### src/rtl/crossclock_req_source.sv
// Source side of a 4-phase req/ack clock crossing: queues events in a small FIFO
// and launches one request per event, holding req_data until the ack cycle completes.
module crossclock_req_source #(
   parameter int unsigned DATA_WIDTH      = 8,
   parameter int unsigned DEPTH           = 4,
   parameter int unsigned ACK_SYNC_STAGES = 2
) (
   input  logic                         clk,
   input  logic                         reset_n,
   input  logic                         evt_valid,
   input  logic [DATA_WIDTH-1:0]        evt_data,
   output logic                         evt_ready,
   output logic                         req,
   output logic [DATA_WIDTH-1:0]        req_data,
   input  logic                         ack_in,
   output logic                         busy,
   output logic [$clog2(DEPTH+1)-1:0]   pending,
   output logic                         overflow,
   input  logic                         overflow_clr
);

   localparam int unsigned PtrW = $clog2(DEPTH);
   localparam int unsigned CntW = $clog2(DEPTH + 1);

   typedef enum logic [1:0] {StIdle, StReq, StRelease} state_e;

   state_e                       state_q, state_d;
   logic [ACK_SYNC_STAGES-1:0]   ack_sync_q, ack_sync_d;
   logic [DATA_WIDTH-1:0]        mem_q [DEPTH];
   logic [DATA_WIDTH-1:0]        mem_d [DEPTH];
   logic [PtrW-1:0]              wr_ptr_q, wr_ptr_d;
   logic [PtrW-1:0]              rd_ptr_q, rd_ptr_d;
   logic [CntW-1:0]              count_q, count_d;
   logic                         req_q, req_d;
   logic [DATA_WIDTH-1:0]        req_data_q, req_data_d;
   logic                         overflow_q, overflow_d;

   logic ack_s;
   logic push;
   logic pop;

   assign ack_s     = ack_sync_q[ACK_SYNC_STAGES-1];
   // Full is judged on the registered count only; a pop in the same cycle does not free a slot.
   assign evt_ready = (count_q != CntW'(DEPTH));
   assign push      = evt_valid && evt_ready;
   assign pop       = (state_q == StIdle) && (count_q != '0) && !ack_s;

   assign req       = req_q;
   assign req_data  = req_data_q;
   assign pending   = count_q;
   assign overflow  = overflow_q;
   assign busy      = (state_q != StIdle) || (count_q != '0);

   always_comb begin
      ack_sync_d = {ack_sync_q[ACK_SYNC_STAGES-2:0], ack_in};
      mem_d      = mem_q;
      wr_ptr_d   = wr_ptr_q;
      rd_ptr_d   = rd_ptr_q;
      count_d    = count_q;
      state_d    = state_q;
      req_d      = req_q;
      req_data_d = req_data_q;
      overflow_d = overflow_q;

      if (push) begin
         mem_d[wr_ptr_q] = evt_data;
         wr_ptr_d        = wr_ptr_q + PtrW'(1);
      end
      if (pop) begin
         rd_ptr_d = rd_ptr_q + PtrW'(1);
      end
      unique case ({push, pop})
         2'b10:   count_d = count_q + CntW'(1);
         2'b01:   count_d = count_q - CntW'(1);
         default: count_d = count_q;
      endcase

      // Set has priority over clear so a drop in the clearing cycle is not lost.
      if (overflow_clr) overflow_d = 1'b0;
      if (evt_valid && !evt_ready) overflow_d = 1'b1;

      unique case (state_q)
         StIdle: begin
            if (pop) begin
               state_d    = StReq;
               req_d      = 1'b1;
               req_data_d = mem_q[rd_ptr_q];
            end
         end
         StReq: begin
            if (ack_s) begin
               state_d = StRelease;
               req_d   = 1'b0;
            end
         end
         StRelease: begin
            if (!ack_s) state_d = StIdle;
         end
         default: begin
            state_d = StIdle;
            req_d   = 1'b0;
         end
      endcase
   end

   always_ff @(posedge clk or negedge reset_n) begin
      if (!reset_n) begin
         state_q    <= StIdle;
         ack_sync_q <= '0;
         mem_q      <= '{default: '0};
         wr_ptr_q   <= '0;
         rd_ptr_q   <= '0;
         count_q    <= '0;
         req_q      <= 1'b0;
         req_data_q <= '0;
         overflow_q <= 1'b0;
      end else begin
         state_q    <= state_d;
         ack_sync_q <= ack_sync_d;
         mem_q      <= mem_d;
         wr_ptr_q   <= wr_ptr_d;
         rd_ptr_q   <= rd_ptr_d;
         count_q    <= count_d;
         req_q      <= req_d;
         req_data_q <= req_data_d;
         overflow_q <= overflow_d;
      end
   end

endmodule

### config.mk
export PLATFORM = sky130hd
export DESIGN_NAME = crossclock_req_source
export DESIGN_NICKNAME = d
export VERILOG_FILES = /design/src/rtl/crossclock_req_source.sv
export SDC_FILE = /design/constraint.sdc
export NUM_CORES = 1
export LEC_CHECK = 0
export ABC_AREA = 1
export BUFFER_PORTS_ARGS = -buffer_cell sky130_fd_sc_hd__buf_2
export CAP_MARGIN = 20
export CORE_MARGIN = 3
export CORE_UTILIZATION = 63
export DETAILED_ROUTE_END_ITERATION = 8
export PLACE_DENSITY_LB_ADDON = 0.2
export SYNTH_ARGS = -nofsm -noshare
export SYNTH_HDL_FRONTEND = slang
export SYNTH_SLANG_ARGS = --single-unit
export TNS_END_PERCENT = 30
### constraint.sdc
create_clock -name clk -period 2.85 [get_ports clk]
set_clock_uncertainty 0.05 [all_clocks]
set_input_delay 0.1425 -clock clk [delete_from_list [all_inputs] [get_ports clk]]
set_output_delay 0.1425 -clock clk [all_outputs]
set_load 0.05 [all_outputs]
==> results of run 1 <==
-- critical path, delay by kind of cell, from the launching register on --
family                     cells  cell delay (ns)
DFF                            1             0.42
and+or+nand+nor                5             0.69
adders and majority gates      2             0.59
buffers and inverters          1             0.07
xor gates and xnor gates       1             0.15
-- per-stage QoR --
| stage | area, um2 | util | hold slack [ns] |
|---|---|---|---|
| after global routing | 2930 | 0.712 | 0.0810 |
| after CTS | 2930 | 0.712 | 0.0716 |
| final | 2930 | 0.712 | 0.0845 |
| after global placement | 2810 | 0.683 | 0.201 |
| after floorplan | 2770 | - | -0.203 |
| after detailed placement | 2810 | 0.683 | 0.205 |
-- synth_stat cells (all sizes together) --
library cell  number  area (um2)
a21oi              1        5.00
buf               18         174
xnor2              1        8.76
nand2            146         558
nand4             32         200
inv               48         180
o22ai              1        12.5
nand3             25         160
xor2               3        26.3
fa                 1        20.0
ha                 5        62.6
dfrtp             53        1330
o21ai              3        15.0
nor2               2        17.5
-- layer usage --
metal	part of all wire	global-route usage	wire length (um)	vias up
met5	0	0	0	-
met4	0.012	0.0668	66	0
met3	0.058	0.0596	330	8
met2	0.46	0.361	2620	65
met1	0.47	0.360	2720	1019
li1	-	-	-	1107
-- kinds of logic after synthesis --
kind of cell    after synthesis  synth area share
fa+ha+maj                     6            0.0299
xor+xnor                      4            0.0127
buf+inv                      66             0.128
simple gates                205             0.338
flops                        53             0.479
compound gates                5            0.0118
-- report_power, final --
| part | internal [uW] | total [uW] | switching (uW) | leakage (uW) |
|---|---|---|---|---|
| Sequential | 1090 | 1350 | 266 | 0.000661 |
| Clock | 193 | 421 | 227 | 0.0000443 |
| Combinational | 520 | 1730 | 1210 | 0.000952 |
| Total | 1800 | 3510 | 1710 | 0.00166 |
-- flip-flops by register name, indices dropped and copies added (netlist names) --
signal / flops
state_q: 2
mem_q: 32
req_data: 8
overflow: 1
pending: 3
rd_ptr_q: 2
wr_ptr_q: 2
req: 1
ack_sync_q: 2
-- timing repair --
item,4_1_cts,5_1_grt
endpoints found under the setup margin,0,0
hold buffers,3,0
endpoints found under the hold margin,37,0
-- cell usage in the layout (no fill, tap or decap), drive strengths merged --
cell / n
buf: 30
ha: 5
nor2: 2
o22ai: 1
inv: 48
nand4: 32
fa: 1
nand3: 25
dlygate4sd3: 3
xnor2: 1
clkbuf: 7
nand2: 146
o21ai: 3
xor2: 3
a21oi: 1
dfrtp: 53
-- cell type report --
type / count / area (um2) / area share
inverters: 48 / 180 / 0.0615
multi-input cells: 220 / 1090 / 0.371
repair buffers: 33 / 188 / 0.0641
clock buffers: 7 / 86.3 / 0.0295
well taps: 50 / 62.6 / 0.0214
flip-flops and latches: 53 / 1330 / 0.453
-- final timing paths --
kind	slack (ns)	cells past startpoint	endpoint
worst min register to register	0.31	0	ack_sync_q[1]
worst min-delay path	0.08	3	mem_q[3]
min in group asynchronous	0.40	2	req
worst max register to register	0.78	9	pending[2]
worst max-delay path	0.78	9	pending[2]
max in group asynchronous	1.60	3	mem_q[0]
==> impl_metrics.prom, run 1 <==
# TYPE chip_impl_metric gauge
chip_impl_metric{name="placement.setup.worst_slack",unit="ns"} 0.796
chip_impl_metric{name="die_height",unit="um"} 72.3
chip_impl_metric{name="flow.area_growth_from_synthesis",unit="%"} 5.88
chip_impl_info{name="crit_path_cell_trace",value="nor2_2 -> nand2_2 -> nor2_4 -> ha_1 -> inv_1 -> fa_1 -> nand2_1 -> nand3_1 -> xor2_1"} 1
chip_impl_metric{name="number_of_register_bits_inferred_by_synthesis",unit=""} 53
chip_impl_info{name="endpoint_kind",value="flip-flop"} 1
chip_impl_info{name="hp-class",value="in -> reg"} 1
chip_impl_info{name="hold_path.startpoint",value="evt_data[3]"} 1
chip_impl_info{name="cp-startpoint",value="state_q[1]"} 1
chip_impl_metric{name="worst-endpoint-required",unit="ns"} 2.99
chip_impl_metric{name="drt_first_iter_violations",unit=""} 178
chip_impl_metric{name="ctsLongestPathBuffers",unit=""} 2
chip_impl_metric{name="vdd.ir_drop.worst",unit="uV"} 730
chip_impl_metric{name="cts_num_sinks",unit=""} 53
chip_impl_metric{name="finalWirelength",unit="mm"} 5.74
chip_impl_metric{name="fp.coreArea",unit="um2"} 4120
chip_impl_metric{name="crit_path_max_incr_delay",unit="ns"} 0.42
chip_impl_metric{name="final_layout_size_suffix_gt1_frac",unit=""} 0.139
chip_impl_metric{name="slew_viol_final",unit=""} 0
chip_impl_metric{name="antenna_cells_inserted",unit=""} 0
chip_impl_metric{name="clock_buffers_created_by_tritoncts",unit=""} 5
chip_impl_metric{name="dp_hpwl",unit="mm"} 4.02
chip_impl_metric{name="grt_antenna_before_repair",unit=""} 0
chip_impl_metric{name="fillers",unit=""} 345
chip_impl_metric{name="fp.dieArea",unit="um2"} 5220
chip_impl_metric{name="dieWidth",unit="um"} 72.3
chip_impl_metric{name="slew-limit-headroom",unit=""} 0.475
chip_impl_metric{name="worst_slew_pin_slew",unit="ns"} 0.787
chip_impl_metric{name="overflow",unit=""} 0
chip_impl_metric{name="grt_pass1_vias",unit=""} 2105
chip_impl_metric{name="final_min_period_over_clock_period",unit=""} 0.726
chip_impl_info{name="timing.critical_path.from_type",value="flip-flop"} 1
chip_impl_metric{name="power_leakage",unit="uW"} 0.00166
chip_impl_metric{name="finalNonFillerCells",unit=""} 411
chip_impl_metric{name="floorplan.rows",unit=""} 23
chip_impl_metric{name="post-route-drc-count",unit=""} 0
chip_impl_metric{name="synth.distinct_cells",unit=""} 24
chip_impl_metric{name="synth.net_count",unit=""} 358
chip_impl_metric{name="numPlacedInstances",unit=""} 401
chip_impl_metric{name="htree_levels",unit=""} 2
chip_impl_info{name="unrepaired_setup_endpoints_after_global_routing",value="no"} 1
chip_impl_metric{name="timing.fmax",unit="MHz"} 483
chip_impl_metric{name="avg_wl_per_cell",unit="um"} 14.0
chip_impl_metric{name="num_vias",unit=""} 2199
chip_impl_metric{name="worst_path_setup_slack_after_routing",unit="ns"} 0.780
chip_impl_metric{name="worst-endpoint-arrival",unit="ns"} 2.21
chip_impl_metric{name="clkLatencyLatePin",unit="ns"} 0.30
chip_impl_info{name="cts_tree",value="done"} 1
chip_impl_metric{name="cell_area_synth",unit="um2"} 2770
chip_impl_metric{name="final.min_clock_period",unit="ns"} 2.07
chip_impl_info{name="critical_path.slowest_cell",value="dfrtp_1"} 1
chip_impl_metric{name="final_nets",unit=""} 380
chip_impl_metric{name="final_sum_of_negative_setup_slack",unit="ns"} 0
chip_impl_metric{name="cts.reportedPaths.clkPinSlew",unit="ns"} 0.09
chip_impl_info{name="root_buffer",value="clkbuf_8"} 1
chip_impl_metric{name="grt_first_pass_wirelength",unit="mm"} 9.94
chip_impl_info{name="crit-reg2reg-launch",value="state_q[1]"} 1
chip_impl_metric{name="io_buffers",unit=""} 27
chip_impl_metric{name="number_of_top_level_design_ports",unit=""} 28
chip_impl_metric{name="initial_utilization",unit=""} 0.672
chip_impl_metric{name="cp_max_fo",unit=""} 11
chip_impl_metric{name="globalplace.congestion",unit=""} 0.784
chip_impl_metric{name="syn_inst",unit=""} 339
chip_impl_metric{name="totalPowerFinal",unit="uW"} 3510
chip_impl_metric{name="via_per_inst",unit=""} 5.35
chip_impl_metric{name="maximum_number_of_pins_on_one_net_before_global_route_repair",unit=""} 40
chip_impl_metric{name="ys_warn_count",unit=""} 0
chip_impl_info{name="status",value="completed"} 1
chip_impl_metric{name="yosysSeqAreaShare",unit=""} 0.479
chip_impl_metric{name="grt_use_total",unit=""} 0.244
chip_impl_metric{name="number_of_buffers_added_for_setup_after_cts",unit=""} 0
chip_impl_metric{name="final_antenna_net_count",unit=""} 0
chip_impl_metric{name="cells_resized_by_post_cts_repair",unit=""} 0
chip_impl_metric{name="firstDrtPassIters",unit=""} 4
chip_impl_metric{name="max_cap_viols",unit=""} 0
chip_impl_info{name="critical_path_class",value="reg -> reg"} 1
chip_impl_metric{name="syn_area_per_cell",unit="um2"} 8.16
chip_impl_metric{name="final_hold_viol_count",unit=""} 0
chip_impl_metric{name="setup_viol_count_final",unit=""} 0
chip_impl_metric{name="power_density",unit="nW/um2"} 1200
No activity file was read; power rests on OpenSTA's default activity.
==> inputs of run 2 (changes only) <==
- CORE_UTILIZATION: 63 -> 53
- clock period: 2.85 -> 1.8 ns (I/O delays scaled with it)
==> run 2 against run 1 <==
Compared with the run above: wire length shrank 0.30%; worst hold slack worse by 0.073 ns; global-route usage down 3.4 points; via count grew 1.6%; register-to-register slack lost 0.72 ns; design area increased by 5.6%; first-iteration DRC count shrank 9.0%; core utilization decreased by 7.8 points; cell count up 7.3%; sequential cell count unchanged.
==> impl_metrics.prom, run 2 (synthesis gave the netlist of run 1 again) <==
# TYPE chip_impl_metric gauge
chip_impl_info{name="status",value="completed"} 1
chip_impl_metric{name="post-route-drc-count",unit=""} 0
chip_impl_metric{name="cp_max_fo",unit=""} 2
chip_impl_metric{name="number_of_flip_flops_in_the_largest_register",unit=""} 32
chip_impl_metric{name="worst_hold_path_cells",unit=""} 3
chip_impl_metric{name="final_hold_viol_count",unit=""} 0
chip_impl_info{name="endpoint_kind",value="flip-flop"} 1
chip_impl_metric{name="firstDrtPassIters",unit=""} 4
chip_impl_metric{name="grt_antenna_before_repair",unit=""} 0
chip_impl_metric{name="grt_first_pass_wirelength",unit="mm"} 10.2
chip_impl_metric{name="worst_slew_pin_slew",unit="ns"} 0.432
chip_impl_metric{name="max_cap_viols",unit=""} 0
chip_impl_metric{name="antenna_cells_inserted",unit=""} 0
chip_impl_metric{name="final_antenna_net_count",unit=""} 0
chip_impl_metric{name="power_density",unit="nW/um2"} 1860
chip_impl_metric{name="globalplace.congestion",unit=""} 0.811
chip_impl_metric{name="reg2reg_setup_slack",unit="ns"} 0.06
chip_impl_info{name="leading_cell_types_in_the_layout_fill_and_taps_excluded",value="nand2_1, dfrtp_1, inv_1"} 1
chip_impl_metric{name="drt_first_iter_violations",unit=""} 162
chip_impl_metric{name="grt_use_total",unit=""} 0.210
chip_impl_metric{name="clock_buffers_created_by_tritoncts",unit=""} 5
chip_impl_metric{name="num_vias",unit=""} 2234
chip_impl_info{name="hold_path.startpoint",value="evt_data[5]"} 1
chip_impl_metric{name="setup_viol_count_final",unit=""} 0
chip_impl_info{name="commonest_non_fill_non_tap_cell_in_the_layout",value="nand2_1"} 1
chip_impl_metric{name="slew_viol_final",unit=""} 0
chip_impl_metric{name="final_layout_size_suffix_gt1_frac",unit=""} 0.184
chip_impl_metric{name="io_buffers",unit=""} 27
chip_impl_metric{name="final_sum_of_negative_setup_slack",unit="ns"} 0
chip_impl_info{name="root_buffer",value="clkbuf_8"} 1
chip_impl_metric{name="cts_num_sinks",unit=""} 53
chip_impl_metric{name="crit_path_max_incr_delay",unit="ns"} 0.40
chip_impl_info{name="crit-reg2reg-launch",value="state_q[1]"} 1
chip_impl_metric{name="number_of_top_level_design_ports",unit=""} 28
chip_impl_info{name="unrepaired_setup_endpoints_after_global_routing",value="yes"} 1
chip_impl_info{name="timing.critical_path.from_type",value="flip-flop"} 1
chip_impl_metric{name="dp_hpwl",unit="mm"} 3.91
chip_impl_info{name="hp-class",value="in -> reg"} 1
chip_impl_metric{name="clkLatencyLatePin",unit="ns"} 0.31
chip_impl_metric{name="vdd.ir_drop.worst",unit="uV"} 1110
chip_impl_metric{name="dieWidth",unit="um"} 78.2
chip_impl_metric{name="avg_wl_per_cell",unit="um"} 13.0
chip_impl_metric{name="overflow",unit=""} 0
chip_impl_metric{name="final_min_period_over_clock_period",unit=""} 0.967
chip_impl_metric{name="maximum_number_of_pins_on_one_net_before_global_route_repair",unit=""} 54
chip_impl_metric{name="final_nets",unit=""} 392
chip_impl_metric{name="reg2reg_depth",unit=""} 9
chip_impl_metric{name="ctsLongestPathBuffers",unit=""} 2
chip_impl_metric{name="fp.coreArea",unit="um2"} 4880
chip_impl_info{name="register_with_the_highest_flop_count",value="mem_q"} 1
chip_impl_metric{name="fp.dieArea",unit="um2"} 6120
chip_impl_metric{name="flow.area_growth_from_synthesis",unit="%"} 11.8
chip_impl_info{name="crit_path_cell_trace",value="nor2_2 -> nand2_2 -> nor2_4 -> ha_4 -> inv_1 -> fa_2 -> nand2_1 -> nand3_1 -> xor2_1"} 1
chip_impl_metric{name="power_leakage",unit="uW"} 0.00172
chip_impl_metric{name="htree_levels",unit=""} 2
chip_impl_metric{name="totalPowerFinal",unit="uW"} 5760
chip_impl_metric{name="floorplan.rows",unit=""} 25
chip_impl_metric{name="initial_utilization",unit=""} 0.567
chip_impl_info{name="regToRegEndpoint",value="pending[2]"} 1
chip_impl_metric{name="final.min_clock_period",unit="ns"} 1.74
chip_impl_metric{name="worst-endpoint-arrival",unit="ns"} 1.90
chip_impl_metric{name="slew-limit-headroom",unit=""} 0.712
chip_impl_metric{name="timing.fmax",unit="MHz"} 574
chip_impl_metric{name="finalWirelength",unit="mm"} 5.72
chip_impl_info{name="critical_path_class",value="reg -> reg"} 1
chip_impl_metric{name="via_per_inst",unit=""} 5.07
chip_impl_info{name="timing.hold.worst_endpoint",value="mem_q[29]"} 1
chip_impl_metric{name="cts.reportedPaths.clkPinSlew",unit="ns"} 0.10
chip_impl_info{name="critical_path.slowest_cell",value="dfrtp_1"} 1
chip_impl_metric{name="grt_pass1_vias",unit=""} 2064
chip_impl_metric{name="die_height",unit="um"} 78.2
chip_impl_metric{name="worst-endpoint-required",unit="ns"} 1.96
chip_impl_info{name="cts_tree",value="done"} 1
-- run 2: cell types whose count changed in the layout (fill, tap and decap cells not counted), sizes merged --
cell and change:
clkinv +1, clkbuf -2, inv +1, buf +12, clkinvlp +1
-- run 2: report_power, final --
part	switching, uW	internal [uW]
Sequential	382	1730
Combinational	1980	987
Clock	409	277
Total	2770	2990
-- run 2: how the worst max path moves through the flow --
stage,from,endpoint,slack (ns),depth (start not counted)
floorplan,pending[1],pending[2],-0.11,11
global placement,state_q[1],pending[2],0.06,9
detailed placement,state_q[1],pending[2],0.03,9
CTS,state_q[1],pending[2],0.01,9
global route,state_q[1],pending[2],-0.04,10
finish,state_q[1],pending[2],0.06,9
-- run 2: cell type report --
| class | count | area, um2 |
|---|---|---|
| fillers | 447 | 1790 |
| flip-flops and latches | 53 | 1330 |
| multi-input cells | 220 | 1110 |
| repair buffers | 45 | 294 |
| inverters | 48 | 185 |
| well taps | 67 | 83.8 |
| clock buffers | 5 | 68.8 |
| clock inverters | 3 | 21.3 |
-- run 2: metrics by stage --
stage          hold slack (ns)  std cells  area (um2)  setup slack, ns   util
6_report                0.0115        441        3090           0.0588  0.634
5_1_grt                0.00722        441        3090          -0.0374  0.634
3_3_place_gp            0.0590        429        2960           0.0646  0.607
2_1_floorplan           -0.256        339        2800           -0.114      -
4_1_cts               0.000384        440        3080           0.0133  0.632
3_5_place_dp            0.0565        429        2960           0.0295  0.607
-- run 2: routing by layer --
metal,track usage,vias to the layer above,routed length (um)
met4,0.0629,0,95
li1,-,1133,-
met3,0.0413,7,329
met5,0,-,0
met1,0.320,1030,2910
met2,0.302,64,2390
-- run 2: worst max-delay path, delay by kind of cell, from the launching register on --
| family | cells | cell delay [ns] |
|---|---|---|
| and+or+nand+nor | 5 | 0.52 |
| buffers and inverters | 1 | 0.05 |
| DFF | 1 | 0.40 |
| xor gates and xnor gates | 1 | 0.14 |
| adders and majority gates | 2 | 0.47 |
-- run 2: repair_timing --
| item | 4_1_cts | 5_1_grt |
|---|---|---|
| setup buffers | 0 | 1 |
| endpoints found under the setup margin | 0 | 3 |
| gates resized for setup | 0 | 2 |
| hold endpoints to repair | 55 | 0 |
| hold buffers | 3 | 0 |
